## config.mk

```make
export PLATFORM = sky130hd
export DESIGN_NAME = pc_fetch_unit
export DESIGN_NICKNAME = d
export VERILOG_FILES = /design/src/rtl/pc_pkg.sv /design/src/rtl/pc_ras.sv /design/src/rtl/pc_fetch_unit.sv
export SDC_FILE = /design/constraint.sdc
export NUM_CORES = 1
export LEC_CHECK = 0
export ABC_AREA = 1
export CORE_MARGIN = 4
export CORE_UTILIZATION = 46
export CTS_CLUSTER_DIAMETER = 150
export DETAILED_ROUTE_END_ITERATION = 8
export GPL_TIMING_DRIVEN = 0
export PLACE_DENSITY = 0.85
export SLEW_MARGIN = 20
export SYNTH_ARGS = -nofsm -noshare
export SYNTH_HDL_FRONTEND = slang
export SYNTH_HIERARCHICAL = 1
export SYNTH_SLANG_ARGS = --single-unit
```

## constraint.sdc

```tcl
create_clock -name CLK -period 3.4 [get_ports CLK]
set_input_delay 0.51 -clock CLK [delete_from_list [all_inputs] [get_ports CLK]]
set_output_delay 0.51 -clock CLK [all_outputs]
set_load 0.05 [all_outputs]
```

## src/rtl/pc_pkg.sv

```systemverilog
// Shared types and constants for the fetch program counter and its return-address stack.
package pc_pkg;

  typedef enum logic [1:0] {
    PC_SEQ    = 2'b00,
    PC_TARGET = 2'b01,
    PC_ALU    = 2'b10,
    PC_TRAP   = 2'b11
  } pcsrc_e;

  localparam int unsigned PC_STEP = 4;

endpackage

```

## src/rtl/pc_ras.sv

```systemverilog
// Return-address stack: circular buffer with a next-free pointer and an occupancy count.
module pc_ras #(
  parameter int RAS_DEPTH = 4,
  parameter int XLEN      = 32
) (
  input  logic            clk,
  input  logic            rst_n,
  input  logic            push,
  input  logic            pop,
  input  logic [XLEN-1:0] data,
  output logic [XLEN-1:0] top,
  output logic            valid
);

  localparam int PW = $clog2(RAS_DEPTH);
  localparam int CW = PW + 1;

  logic [XLEN-1:0] mem [RAS_DEPTH];
  logic [PW-1:0]   ptr;
  logic [PW-1:0]   top_idx;
  logic [CW-1:0]   count;
  logic            empty;
  logic            full;
  logic            wr_en;
  logic [PW-1:0]   wr_idx;

  assign top_idx = ptr - 1'b1;
  assign empty   = (count == '0);
  assign full    = (count == CW'(RAS_DEPTH));

  // A push+pop pair on an empty stack degenerates to a plain push.
  always_comb begin
    wr_en  = 1'b0;
    wr_idx = ptr;
    if (push && (!pop || empty)) begin
      wr_en  = 1'b1;
      wr_idx = ptr;
    end else if (push && pop) begin
      wr_en  = 1'b1;
      wr_idx = top_idx;
    end
  end

  always_ff @(posedge clk) begin
    if (wr_en) mem[wr_idx] <= data;
  end

  always_ff @(posedge clk or negedge rst_n) begin
    if (!rst_n) begin
      ptr   <= '0;
      count <= '0;
    end else if (push && (!pop || empty)) begin
      ptr <= ptr + 1'b1;
      if (!full) count <= count + 1'b1;
    end else if (pop && !push && !empty) begin
      ptr   <= top_idx;
      count <= count - 1'b1;
    end
  end

  assign valid = !empty;
  assign top   = empty ? '0 : mem[top_idx];

endmodule

```

## src/rtl/pc_fetch_unit.sv

```systemverilog
// Fetch program counter: next-PC selection, misaligned-redirect trapping, fetch handshake and RAS.
module pc_fetch_unit
  import pc_pkg::*;
#(
  parameter int              XLEN         = 32,
  parameter logic [XLEN-1:0] RESET_VECTOR = '0,
  parameter int              RAS_DEPTH    = 4
) (
  input  logic            CLK,
  input  logic            Reset,
  input  logic [1:0]      PCSrc,
  input  logic [XLEN-1:0] PCTarget,
  input  logic [XLEN-1:0] ALUResult,
  input  logic [XLEN-1:0] TrapVector,
  input  logic            Stall,
  input  logic            FetchReady,
  output logic            FetchValid,
  output logic [XLEN-1:0] PC,
  output logic [XLEN-1:0] PCPlus4,
  output logic            MisalignTrap,
  output logic [XLEN-1:0] MisalignAddr,
  input  logic            CallPush,
  input  logic            RetPop,
  output logic [XLEN-1:0] RasTop,
  output logic            RasValid
);

  pcsrc_e          src;
  logic [XLEN-1:0] target;
  logic            redirect;
  logic            misalign;
  logic            hold;
  logic [XLEN-1:0] pc_next;
  logic            trap_next;

  assign src     = pcsrc_e'(PCSrc);
  assign PCPlus4 = PC + XLEN'(PC_STEP);

  always_comb begin
    target = '0;
    case (src)
      PC_TARGET: target = PCTarget;
      PC_ALU:    target = ALUResult & ~XLEN'(1);
      PC_TRAP:   target = TrapVector;
      default:   target = '0;
    endcase
  end

  // Trap vectors are trusted, so only branch/jal and jalr targets are alignment-checked.
  assign redirect = (src != PC_SEQ);
  assign misalign = redirect && (src != PC_TRAP) && (target[1:0] != 2'b00);
  assign hold     = Stall || (FetchValid && !FetchReady);

  always_comb begin
    pc_next   = PC;
    trap_next = 1'b0;
    if (!FetchValid) begin
      pc_next = PC;
    end else if (misalign) begin
      pc_next   = TrapVector;
      trap_next = 1'b1;
    end else if (redirect) begin
      pc_next = target;
    end else if (!hold) begin
      pc_next = PCPlus4;
    end
  end

  always_ff @(posedge CLK or negedge Reset) begin
    if (!Reset) begin
      PC           <= RESET_VECTOR;
      FetchValid   <= 1'b0;
      MisalignTrap <= 1'b0;
      MisalignAddr <= '0;
    end else begin
      PC           <= pc_next;
      FetchValid   <= 1'b1;
      MisalignTrap <= trap_next;
      if (trap_next) MisalignAddr <= target;
    end
  end

  pc_ras #(
    .RAS_DEPTH (RAS_DEPTH),
    .XLEN      (XLEN)
  ) u_ras (
    .clk   (CLK),
    .rst_n (Reset),
    .push  (CallPush && !Stall),
    .pop   (RetPop && !Stall),
    .data  (PCPlus4),
    .top   (RasTop),
    .valid (RasValid)
  );

endmodule

```

* Yosys cells after proc, flatten, opt, wreduce, memory -nomap -nowiden *
Memory sizes are Yosys's and may differ from the RTL's.
Index checks and enable logic that the tools add are counted.

word-level totals
  register bits = 71
  bits in latches = 0
  RAM bits = 128
  memory bits (read-only) = 0
  input port bits = 104
  output and inout bits = 131
  logic and storage cells = 59
  memories = 1

cells by class
  $add $sub $neg = 5
  multiply operators = 0
  divide/modulo/power cells = 0
  magnitude comparators = 0
  equal/unequal tests = 7
  shifts and indexed selects = 0
  mux-type cells = 18
  bitwise gates (word level) = 0
  reduce and logical (&&, ||, !) cells = 22

memory list
  name       depth  width  read ports  clocked after memory_dff  write ports  line          RTL
  u_ras.mem  4      32     1           0                         1            pc_ras.sv:18  logic [XLEN-1:0] mem [RAS_DEPTH];

operators by type and width
  operator               number
  $mux 32                4
  $pmux 32 s3            1
  $add 32x3->32 const B  1
  $logic_and 1x1->1      9
  $mux 3                 3
  $mux 2                 4
  $mux 1                 6
  $reduce_bool 2->1      3
  $logic_not 1->1        5
  $eq 2x2->1 const B     2
  $ne 2x2->1 const B     2
  $reduce_and 2->1       2
  $add 3x1->3 const B    1
  $eq 3x3->1 const B     1
  $logic_not 3->1        1
  $ne 3x3->1 const B     1
  $sub 3x1->3 const B    1
  $add 2x1->2 const B    1
  $eq 2x1->1 const B     1
  $logic_or 1x1->1       2
  $sub 2x1->2 const B    1

* Logic depth before layout (Yosys ltp) *
Gate-level depths: netlist (run 1).

  depth after elaboration = 8
  gate-level depth with buffers = 13
  gate-level depth less buffers = 13

* Modules after synthesis *
The synthesis (run 1) kept the hierarchy.

by module, submodules not included
  module         instances  cells each  area an instance (um2)  sequential area each (um2)
  pc_ras         1          363         5211.2                  3968.8
  pc_fetch_unit  1          750         4728.3                  1651.6

* Least setup slack after synthesis (run 1) *
No wires, ideal clock.

  path kind = reg-to-reg
  start = reg u_ras.count[0]
  end = mem u_ras.mem[3][0] (enable)
  library setup time = 461 ps
  data arrival time = 3340 ps
  required time = 2939 ps
  path slack = -401 ps
  cell stages (with the launch flop) = 8
  path buffers = 0
  period minus slack after synthesis = 3801 ps
  cells stage by stage = dfrtp_1 nor2_2 nand2_2 nand2_4 o21ai_0 nand2_1 inv_1 nor3_1

on the way
  word-level cells in the longest chain between the ends = 6
  elaborated cells on any way between the ends = 7

RTL lines
  element                       line          RTL
  start: declaration            pc_ras.sv:21  logic [CW-1:0] count;
  start signal: assignment      pc_ras.sv:54  if (!full) count <= count + 1'b1;
  start signal: assignment      pc_ras.sv:57  count <= count - 1'b1;
  $logic_not 3->1 *             pc_ras.sv:28  assign empty = (count == '0);
  $logic_or 1x1->1 *            pc_ras.sv:35  if (push && (!pop || empty)) begin
  $logic_and 1x1->1 *           pc_ras.sv:35
  $mux 1                        pc_ras.sv:35
  $mux 1                        pc_ras.sv:45  if (wr_en) mem[wr_idx] <= data;
  $mux 1 (not written as such)  pc_ras.sv:45
  end: declaration              pc_ras.sv:18

Mark *: on every way between the ends. The rest lies on a longest branch, timed or not.

* Final worst setup path (run 1) *
  start = reg u_ras.ptr[1]
  end = out RasTop[0]

on the way
  word-level cells in the longest chain between the ends = 3

RTL lines
  element                   line                 RTL
  start: declaration        pc_ras.sv:19         logic [PW-1:0] ptr;
  start signal: assignment  pc_ras.sv:53         ptr <= ptr + 1'b1;
  start signal: assignment  pc_ras.sv:56         ptr <= top_idx;
  $sub 2x1->2               pc_ras.sv:27         assign top_idx = ptr - 1'b1;
  $mem_v2 4x32              --
  $mux 32                   pc_ras.sv:62         assign top = empty ? '0 : mem[top_idx];
  end: declaration          pc_fetch_unit.sv:24  output logic [XLEN-1:0] RasTop,

Every way passes these cells.

==> out/metrics.yaml, run 1 <==
outcome: "finished clean"
ant_nets: 0
drt_iter0_markers: 706
drt_pass1_iterations: 7
crit_fanout: 10
globalRouteMet3Util_pct: 5.59
arrival_ns: 2.83
end_kind: "primary output"
syn_nets: 1224
ys_ff_latch: 199
use_met2_pct: 45.1
start_util_pct: 47.0
setup_viol: 0
top_usage_layer: "met2"
yosys_warnings: 6
placed_cell_area_mm2: 0.0128
ys_types: 35
max_freq_mhz: 299
die_h_um: 155
cts_tree: "built"
grt_max_degree: 38
relSlewSlack_pct: 49.0
overflow: 0
slew_viol_final: 0
start_kind: "register"
floorplan.rows: 53
diodes: 0
placed_cells: 1627
vias: 8917
avgSynthCellArea_um2: 8.93
p_leak_uw: 0.00578
antenna_found_initial: 0
final-hold-violation-count: 0
critPathKind: "reg2out"
syn_inst: 1113
max-vdd-ir-drop_mv: 0.416
async_flop_share_pct: 35.7
grt_pass1_wl_mm: 48.6
cts_buffer_depth: 2
vias_per_cell: 5.37
core_mm2: 0.0212
die_area_mm2: 0.0240
grt_use_total_pct: 26.4
rsz0062_at_grt: "no"
path_clk_slew_ns: 0.07
tightest_slew_ns: 0.762
cp.required_ns: 2.89
synth_area_mm2: 0.00994
ios: 235
detail_route.wl_per_cell_um: 19.2
synthFlopType: "edfxtp_1"
hp-class: "in2async"
synth.yosys.seq_area_share_pct: 56.5
syn2layout_area_growth_pct: 34.9
powerDensity_mw_per_mm2: 822
nNetsFinal: 1482
fin_skew_ns: 0.0101
cts-root-buf: "clkbuf_16"
portBuffers: 233
grt_pass1_vias: 8797
routed_wl_mm: 31.8
finalCritPeriodShare_pct: 98.3
grt_use_met1_pct: 32.6
ctsHoldBuffers: 0
min_period_ns: 3.34
gp_congestion: 0.918
cts-buffers-inserted: 17
die_w_um: 155
layoutNonFillerInstCount: 1659
clock_sinks: 199
drcViolationCount: 0
clk_latency_ns: 0.43
drive_gt1_share_pct: 8.02
fin_area_mm2: 0.0134
dpl.hpwl_mm: 24.4
synth_edf_count: 128
maxCapViolCount: 0
h-tree-depth: 4
sequential cells by signal, summed over array words and instances (netlist names):
| register | flops |
|---|---|
| u_ras/ptr | 2 |
| PC | 32 |
| u_ras/mem | 128 |
| FetchValid | 1 |
| MisalignAddr | 32 |
| u_ras/count | 3 |
| MisalignTrap | 1 |
report_power, final:
part | switching, uW | total [uW] | internal, uW | leakage, uW
registers | 283 | 3320 | 3040 | 0.00208
clock network | 905 | 2070 | 1170 | 0.000286
logic | 3890 | 5630 | 1740 | 0.00342
total | 5080 | 11000 | 5950 | 0.00578
cell families (layout without fill, tap and decap cells):
kind of cell,after synthesis,after routing,synth area share (%)
and+or+nand+nor,626,626,26.3
DFF,199,199,56.5
AOI/OAI and AO/OA,143,143,9.15
buffers and inverters,118,389,5.07
xor gates and xnor gates,19,19,1.98
adders and majority gates,7,7,0.881
other,1,1,0.0377
worst max-delay path, stage by stage (launching register included):
cell and delay, ns:
dfrtp_1 0.46, nor2_2 0.27, buf_2 0.33, nand2_1 0.09, a31oi_1 0.37, clkdlybuf4s50_1 0.88
per-layer routing:
metal,vias to the layer above,part of all wire [%]
li1,4205,-
met1,4148,38
met2,487,50
met3,77,8.7
met4,0,3.6
met5,-,0
final cells by class:
cell class                      count  area [um2]
Fill cell                        1642        7740
Sequential cell                   199        5620
Multi-Input combinational cell    796        3860
Timing Repair Buffer              239        2480
Clock buffer                       19         433
Tap cell                          275         344
Buffer                             55         265
Inverter                           63         239
Clock inverter                     13         168
cells in the mapped netlist (6+ instances only):
| library cell | n | share of area [%] |
|---|---|---|
| nand2_1 | 471 | 18 |
| edfxtp_1 | 128 | 39 |
| nand3_1 | 72 | 3.6 |
| dfrtp_1 | 71 | 18 |
| inv_1 | 57 | 2.2 |
| nor2_1 | 42 | 1.6 |
| a22o_1 | 32 | 2.8 |
| a31oi_1 | 30 | 1.9 |
| a21oi_1 | 26 | 1.3 |
| clkbuf_1 | 24 | 0.91 |
| buf_2 | 23 | 1.2 |
| o21ai_0 | 23 | 1.2 |
| o21ai_1 | 21 | 1.1 |
| xor2_1 | 11 | 0.97 |
| nor2_4 | 10 | 1.1 |
| buf_4 | 8 | 0.60 |
| ha_1 | 7 | 0.88 |
| nand2_2 | 6 | 0.38 |
| nand3b_1 | 6 | 0.45 |
| nor2_2 | 6 | 0.38 |
final timing paths:
| check | from | to | slack, ns | cells after the start |
|---|---|---|---|---|
| min in group CLK | MisalignAddr[27] | MisalignAddr[27] | 0.48 | 2 |
| max in group asynchronous | Reset | MisalignAddr[30] | 2.75 | 2 |
| min | Reset | u_ras/ptr[0] | 0.04 | 1 |
| max | u_ras/ptr[1] | RasTop[0] | 0.06 | 5 |
| min reg2reg | MisalignAddr[27] | MisalignAddr[27] | 0.48 | 2 |
| max reg2reg | u_ras/count[2] | u_ras/mem[3][18] | 1.00 | 9 |
layout by cell type (no fill, tap or decap), drive strengths merged, types with 30 or more instances in the layout:
master,count
dfrtp,71
o21ai,45
nand2,481
clkdlybuf4s50,210
a22o,32
nand3,72
buf,38
inv,68
edfxtp,128
a31oi,30
nor2,58
clkbuf,43
through the flow:
step | util, % | setup WS (ns) | hold slack, ns | TNS [ns] | power [uW]
after floorplan | - | 0.397 | 0.214 | 0 | 6910
after global placement | 59.7 | -0.924 | 0.456 | -160.50 | 8850
after detailed placement | 60.4 | 0.108 | 0.462 | 0 | 9000
after CTS | 63.3 | 0.000166 | 0.0467 | 0 | 11100
after global routing | 63.4 | 0.00274 | 0.0655 | 0 | 11500
final | 63.4 | 0.0580 | 0.0405 | 0 | 11000
timing repair:
action                                 4_1_cts  5_1_grt
setup buffers                                0        0
setup endpoints to repair                    8       13
resized for setup                           11       13
endpoints found under the hold margin        0        0
(Power assumes the default switching activity.)
==> run 2, diff against run 1 <==
--- a/config.mk
+++ b/config.mk
@@ -8,6 +8,7 @@
 export ABC_AREA = 1
 export CORE_MARGIN = 4
 export CORE_UTILIZATION = 46
+export CTS_BUF_LIST = sky130_fd_sc_hd__clkbuf_4 sky130_fd_sc_hd__clkbuf_8 sky130_fd_sc_hd__clkbuf_16
 export CTS_CLUSTER_DIAMETER = 150
 export DETAILED_ROUTE_END_ITERATION = 8
 export GPL_TIMING_DRIVEN = 0
==> run 2 against run 1 <==
  * Sequential share of layout area about the same
  * Critical path type unchanged
  * Utilization hardly changed
  * Critical endpoint unchanged
  * Flip-flop and latch count unchanged
  * Highest routed layer unchanged
  * Die area did not move
==> out/metrics.yaml, run 2 (same netlist as run 1, synthesis figures left out) <==
outcome: "finished clean"
min_period_ns: 3.34
timing.rr.start: "u_ras/count[0]"
start_kind: "register"
powerDensity_mw_per_mm2: 823
end_kind: "primary output"
slew_viol_final: 0
cp.required_ns: 2.89
cts-buffers-inserted: 17
post_cts_buffers: 0
portBuffers: 233
maxCapViolCount: 0
diodes: 0
grt_pass1_wl_mm: 48.7
arrival_ns: 2.83
path_clk_slew_ns: 0.07
critPathKind: "reg2out"
nNetsFinal: 1482
max-vdd-ir-drop_mv: 0.416
core_mm2: 0.0212
crit_fanout: 10
die_area_mm2: 0.0240
routed_wl_mm: 31.9
top_usage_layer: "met2"
gp_congestion: 0.918
largest-register: "u_ras/mem"
clock_sinks: 199
floorplan.rows: 53
fin_area_mm2: 0.0134
cts_buffer_depth: 2
drt_pass1_iterations: 5
syn2layout_area_growth_pct: 35.0
dpl.hpwl_mm: 24.4
grt_use_met1_pct: 32.8
register_area_mm2: 0.00562
relSlewSlack_pct: 49.7
top_regs: "u_ras/mem x128, MisalignAddr x32, PC x32"
finalCritPeriodShare_pct: 98.3
rsz0062_at_grt: "no"
layout_commonest_cell: "nand2_1"
detail_route.wl_per_cell_um: 19.2
drt_iter0_markers: 761
placed_cell_area_mm2: 0.0128
reg2reg_depth: 9
drcViolationCount: 0
globalRouteMet3Util_pct: 5.65
ant_nets: 0
p_leak_uw: 0.00580
max_freq_mhz: 299
drive_gt1_share_pct: 8.16
placed_cells: 1627
h-tree-depth: 4
vias_per_cell: 5.43
r2r_slack_ns: 1.01
overflow: 0
multi_input_area_mm2: 0.00386
grt_pass1_vias: 8812
ctsHoldBuffers: 0
ios: 235
tightest_slew_ns: 0.752
use_met2_pct: 44.9
die_w_um: 155
largest_reg_flops: 128
cts_resized: 11
final-hold-violation-count: 0
vias: 9001
grt_max_degree: 38
clk_latency_ns: 0.43
die_h_um: 155
antenna_found_initial: 0
cts-root-buf: "clkbuf_16"
grt_use_total_pct: 26.4
cts_tree: "built"
layout_common_cells: "nand2_1, clkdlybuf4s50_1, edfxtp_1"
fin_skew_ns: 0.00848
start_util_pct: 47.0
hp-class: "in2async"
reg2reg_to: "u_ras/mem[3][23]"
fillers: 1645
setup_viol: 0
layoutNonFillerInstCount: 1659
run 2: cell count changes in the layout (fill, tap and decap cells not counted), sizes merged:
cell,change
clkdlybuf4s50,-1
dlymetal6s2s,+1
run 2: per-stage QoR:
| step | hold slack (ns) | total power, uW | utilization [%] | TNS, ns | setup WS [ns] |
|---|---|---|---|---|---|
| floorplan | 0.214 | 6910 | - | 0 | 0.397 |
| global placement | 0.456 | 8850 | 59.7 | -160.50 | -0.924 |
| detailed placement | 0.462 | 9000 | 60.4 | 0 | 0.108 |
| CTS | 0.0467 | 11100 | 63.3 | 0 | 0.000166 |
| global route | 0.0655 | 11500 | 63.5 | 0 | 0.00120 |
| finish | 0.0363 | 11000 | 63.5 | 0 | 0.0592 |
run 2: worst max-delay path by stage:
| stage | cells past startpoint | start | slack [ns] | end |
|---|---|---|---|---|
| 2_1_floorplan | 8 | RetPop | 0.40 | u_ras/mem[0][0] |
| 3_3_place_gp | 9 | RetPop | -0.92 | u_ras/mem[0][20] |
| 3_5_place_dp | 7 | PC[3] | 0.11 | PCPlus4[16] |
| 4_1_cts | 6 | PC[2] | 0.0002 | PCPlus4[15] |
| 5_1_grt | 5 | u_ras/ptr[1] | 0.001 | RasTop[8] |
| 6_report | 5 | u_ras/ptr[1] | 0.06 | RasTop[0] |
run 2: worst max-delay path, cell delays in order, from the launching register on:
cell,delay [ns]
dfrtp_1,0.46
nor2_2,0.28
buf_2,0.32
nand2_1,0.08
a31oi_1,0.36
clkdlybuf4s50_1,0.88
run 2: area by class of cell:
| class | count | share of cell area, % |
|---|---|---|
| Sequential cell | 199 | 41.9 |
| Multi-Input combinational cell | 796 | 28.8 |
| Timing Repair Buffer | 239 | 18.5 |
| Clock buffer | 19 | 3.28 |
| Tap cell | 275 | 2.56 |
| Buffer | 55 | 1.98 |
| Inverter | 63 | 1.78 |
| Clock inverter | 13 | 1.25 |
run 2: power breakdown:
| group | internal [uW] | leakage (uW) | switching, uW |
|---|---|---|---|
| Sequential | 3040 | 0.00208 | 284 |
| Combinational | 1740 | 0.00343 | 3890 |
| Clock | 1190 | 0.000293 | 909 |
run 2: per-layer routing:
metal | vias up | wire length [um] | share of wire [%]
met4 | 0 | 1130 | 3.5
met5 | - | 0 | 0
met2 | 490 | 15900 | 50
met1 | 4220 | 12100 | 38
li1 | 4214 | - | -
met3 | 77 | 2740 | 8.6
==> run 3, diff against run 2 <==
==> constraint.sdc (replaced) <==
create_clock -name CLK -period 3.4 [get_ports CLK]
set_input_delay 0.51 -clock CLK [delete_from_list [all_inputs] [get_ports CLK]]
set_output_delay 0.51 -clock CLK [all_outputs]
set_load 0.1 [all_outputs]
==> run 3 against run 2 <==
  * Power up 18%
  * Clock power up 3%
  * Clock-buffer cell count down 1
  * Via count down 0.83%
  * Routed wire length down 2.5%
  * Die area unchanged
  * Register-to-register slack better by 0.12 ns
  * Clock skew up 0.0078 ns
  * Critical path depth unchanged
  * Utilization up 0.33 points
  * Cell count about the same
  * Critical path type unchanged
  * Critical endpoint is now RasTop[19]
  * Highest routed layer unchanged
==> out/metrics.yaml, run 3 (same netlist as run 1, synthesis figures left out) <==
outcome: "finished clean"
ios: 235
post_cts_buffers: 0
ant_nets: 0
fin_area_mm2: 0.0135
layoutNonFillerInstCount: 1660
detail_route.wl_per_cell_um: 18.7
swShare_pct: 55.7
gp_congestion: 0.940
cp.required_ns: 2.89
use_met2_pct: 46.2
cts-root-buf: "clkbuf_16"
cts-buffers-inserted: 17
syn2layout_area_growth_pct: 35.7
hp-class: "reg2reg"
die_w_um: 155
drcViolationCount: 0
p_int_uw: 5790
globalRouteMet3Util_pct: 5.56
reg2reg_depth: 9
p_sw_uw: 7280
dpl.hpwl_mm: 23.8
min_period_ns: 3.32
h-tree-depth: 4
die_h_um: 155
start_kind: "register"
p_leak_uw: 0.00578
start_util_pct: 47.0
core_mm2: 0.0212
diodes: 0
grt_use_total_pct: 25.9
drt_iter0_markers: 796
floorplan.rows: 53
critPathKind: "reg2out"
vias: 8926
rsz0062_at_grt: "no"
fillers: 1704
max-vdd-ir-drop_mv: 0.537
slew_viol_final: 0
clock_sinks: 199
maxCapViolCount: 0
portBuffers: 233
grt_max_degree: 51
grt_pass1_wl_mm: 47.9
finalCritPeriodShare_pct: 97.7
largest_reg_flops: 128
power_frac_clock_pct: 16.5
grt_pass1_vias: 8851
layout_commonest_cell: "nand2_1"
top_regs: "u_ras/mem x128, MisalignAddr x32, PC x32"
nNetsFinal: 1483
top_usage_layer: "met2"
fin_skew_ns: 0.0162
drt_pass1_iterations: 7
grt_use_met1_pct: 30.9
clk_latency_ns: 0.44
final-hold-violation-count: 0
pwr-share-seq_pct: 25.4
crit_fanout: 10
hold_depth: 2
vias_per_cell: 5.38
largest-register: "u_ras/mem"
cts_buffer_depth: 2
arrival_ns: 2.81
placed_cells: 1627
relSlewSlack_pct: 28.1
die_area_mm2: 0.0240
routed_wl_mm: 31.1
cts_tree: "built"
placed_cell_area_mm2: 0.0129
p_comb_share_pct: 58.1
tightest_slew_ns: 1.07
max_freq_mhz: 301
antenna_found_initial: 0
overflow: 0
setup_viol: 0
layout_common_cells: "nand2_1, clkdlybuf4s50_1, edfxtp_1"
path_clk_slew_ns: 0.07
powerDensity_mw_per_mm2: 969
end_kind: "primary output"
drive_gt1_share_pct: 10.5
==> run 3: changes by cell type in the layout (fill, tap and decap cells not counted), moves of 9 or more <==
cell,previous run,this run
clkbuf_2,0,9
clkdlybuf4s15_2,0,11
clkdlybuf4s50_1,209,172
dlygate4sd2_1,9,34
dlymetal6s2s_1,14,3
==> run 3: cell type report <==
class	count	area, um2	share of cell area [%]
Sequential cell	199	5620	41.7
Multi-Input combinational cell	796	3980	29.5
Timing Repair Buffer	240	2410	17.9
Clock buffer	18	433	3.21
Tap cell	275	344	2.55
Buffer	55	265	1.97
Inverter	63	243	1.80
Clock inverter	14	195	1.45
==> run 3: worst max-delay path, stage by stage (launching register included) <==
cell and delay [ns]:
dfrtp_1 0.46, nor2_2 0.28, buf_2 0.35, nand2_1 0.08, a31oi_1 0.29, dlygate4sd2_1 0.90
==> run 3: repair_timing <==
action	4_1_cts	5_1_grt
endpoints found under the hold margin	21	0
resized for setup	85	24
endpoints found under the setup margin	57	15
hold buffers	1	0
==> run 3: final timing paths <==
kind | startpoint | end | slack, ns
min reg2reg | MisalignAddr[29] | MisalignAddr[29] | 0.48
max reg2reg | u_ras/count[2] | u_ras/mem[2][9] | 1.13
min | MisalignAddr[29] | MisalignAddr[29] | 0.48
max | u_ras/ptr[1] | RasTop[19] | 0.08
min in group asynchronous | Reset | u_ras/ptr[0] | 0.54
max in group asynchronous | Reset | PC[9] | 2.28
==> run 3: per-layer routing <==
layer / up-vias / share of wire, %
met2: 465 / 51
met3: 51 / 8.7
met4: 0 / 2.5
met1: 4199 / 38
met5: - / 0
li1: 4211 / -
==> run 3: per-stage QoR <==
step	hold WS (ns)	TNS, ns	total power [uW]	utilization, %	worst slack (ns)
after floorplan	0.214	0	9140	-	0.0165
after global placement	0.456	-171.38	11100	60.3	-1.08
after detailed placement	0.448	0	11200	61.1	0.00773
after CTS	0.481	0	13100	63.9	0.00182
after global routing	0.504	0	13500	63.8	0.00125
final	0.475	0	13100	63.8	0.0772
==> run 3: power groups by stage <==
| stage | Clock (uW) | Sequential [uW] | Combinational (uW) |
|---|---|---|---|
| 2_1_floorplan | 0 | 4490 | 4650 |
| 3_3_place_gp | 0 | 3360 | 7720 |
| 3_5_place_dp | 0 | 3360 | 7850 |
| 4_1_cts | 2160 | 3320 | 7610 |
| 5_1_grt | 2270 | 3360 | 7890 |
| 6_report | 2160 | 3320 | 7590 |
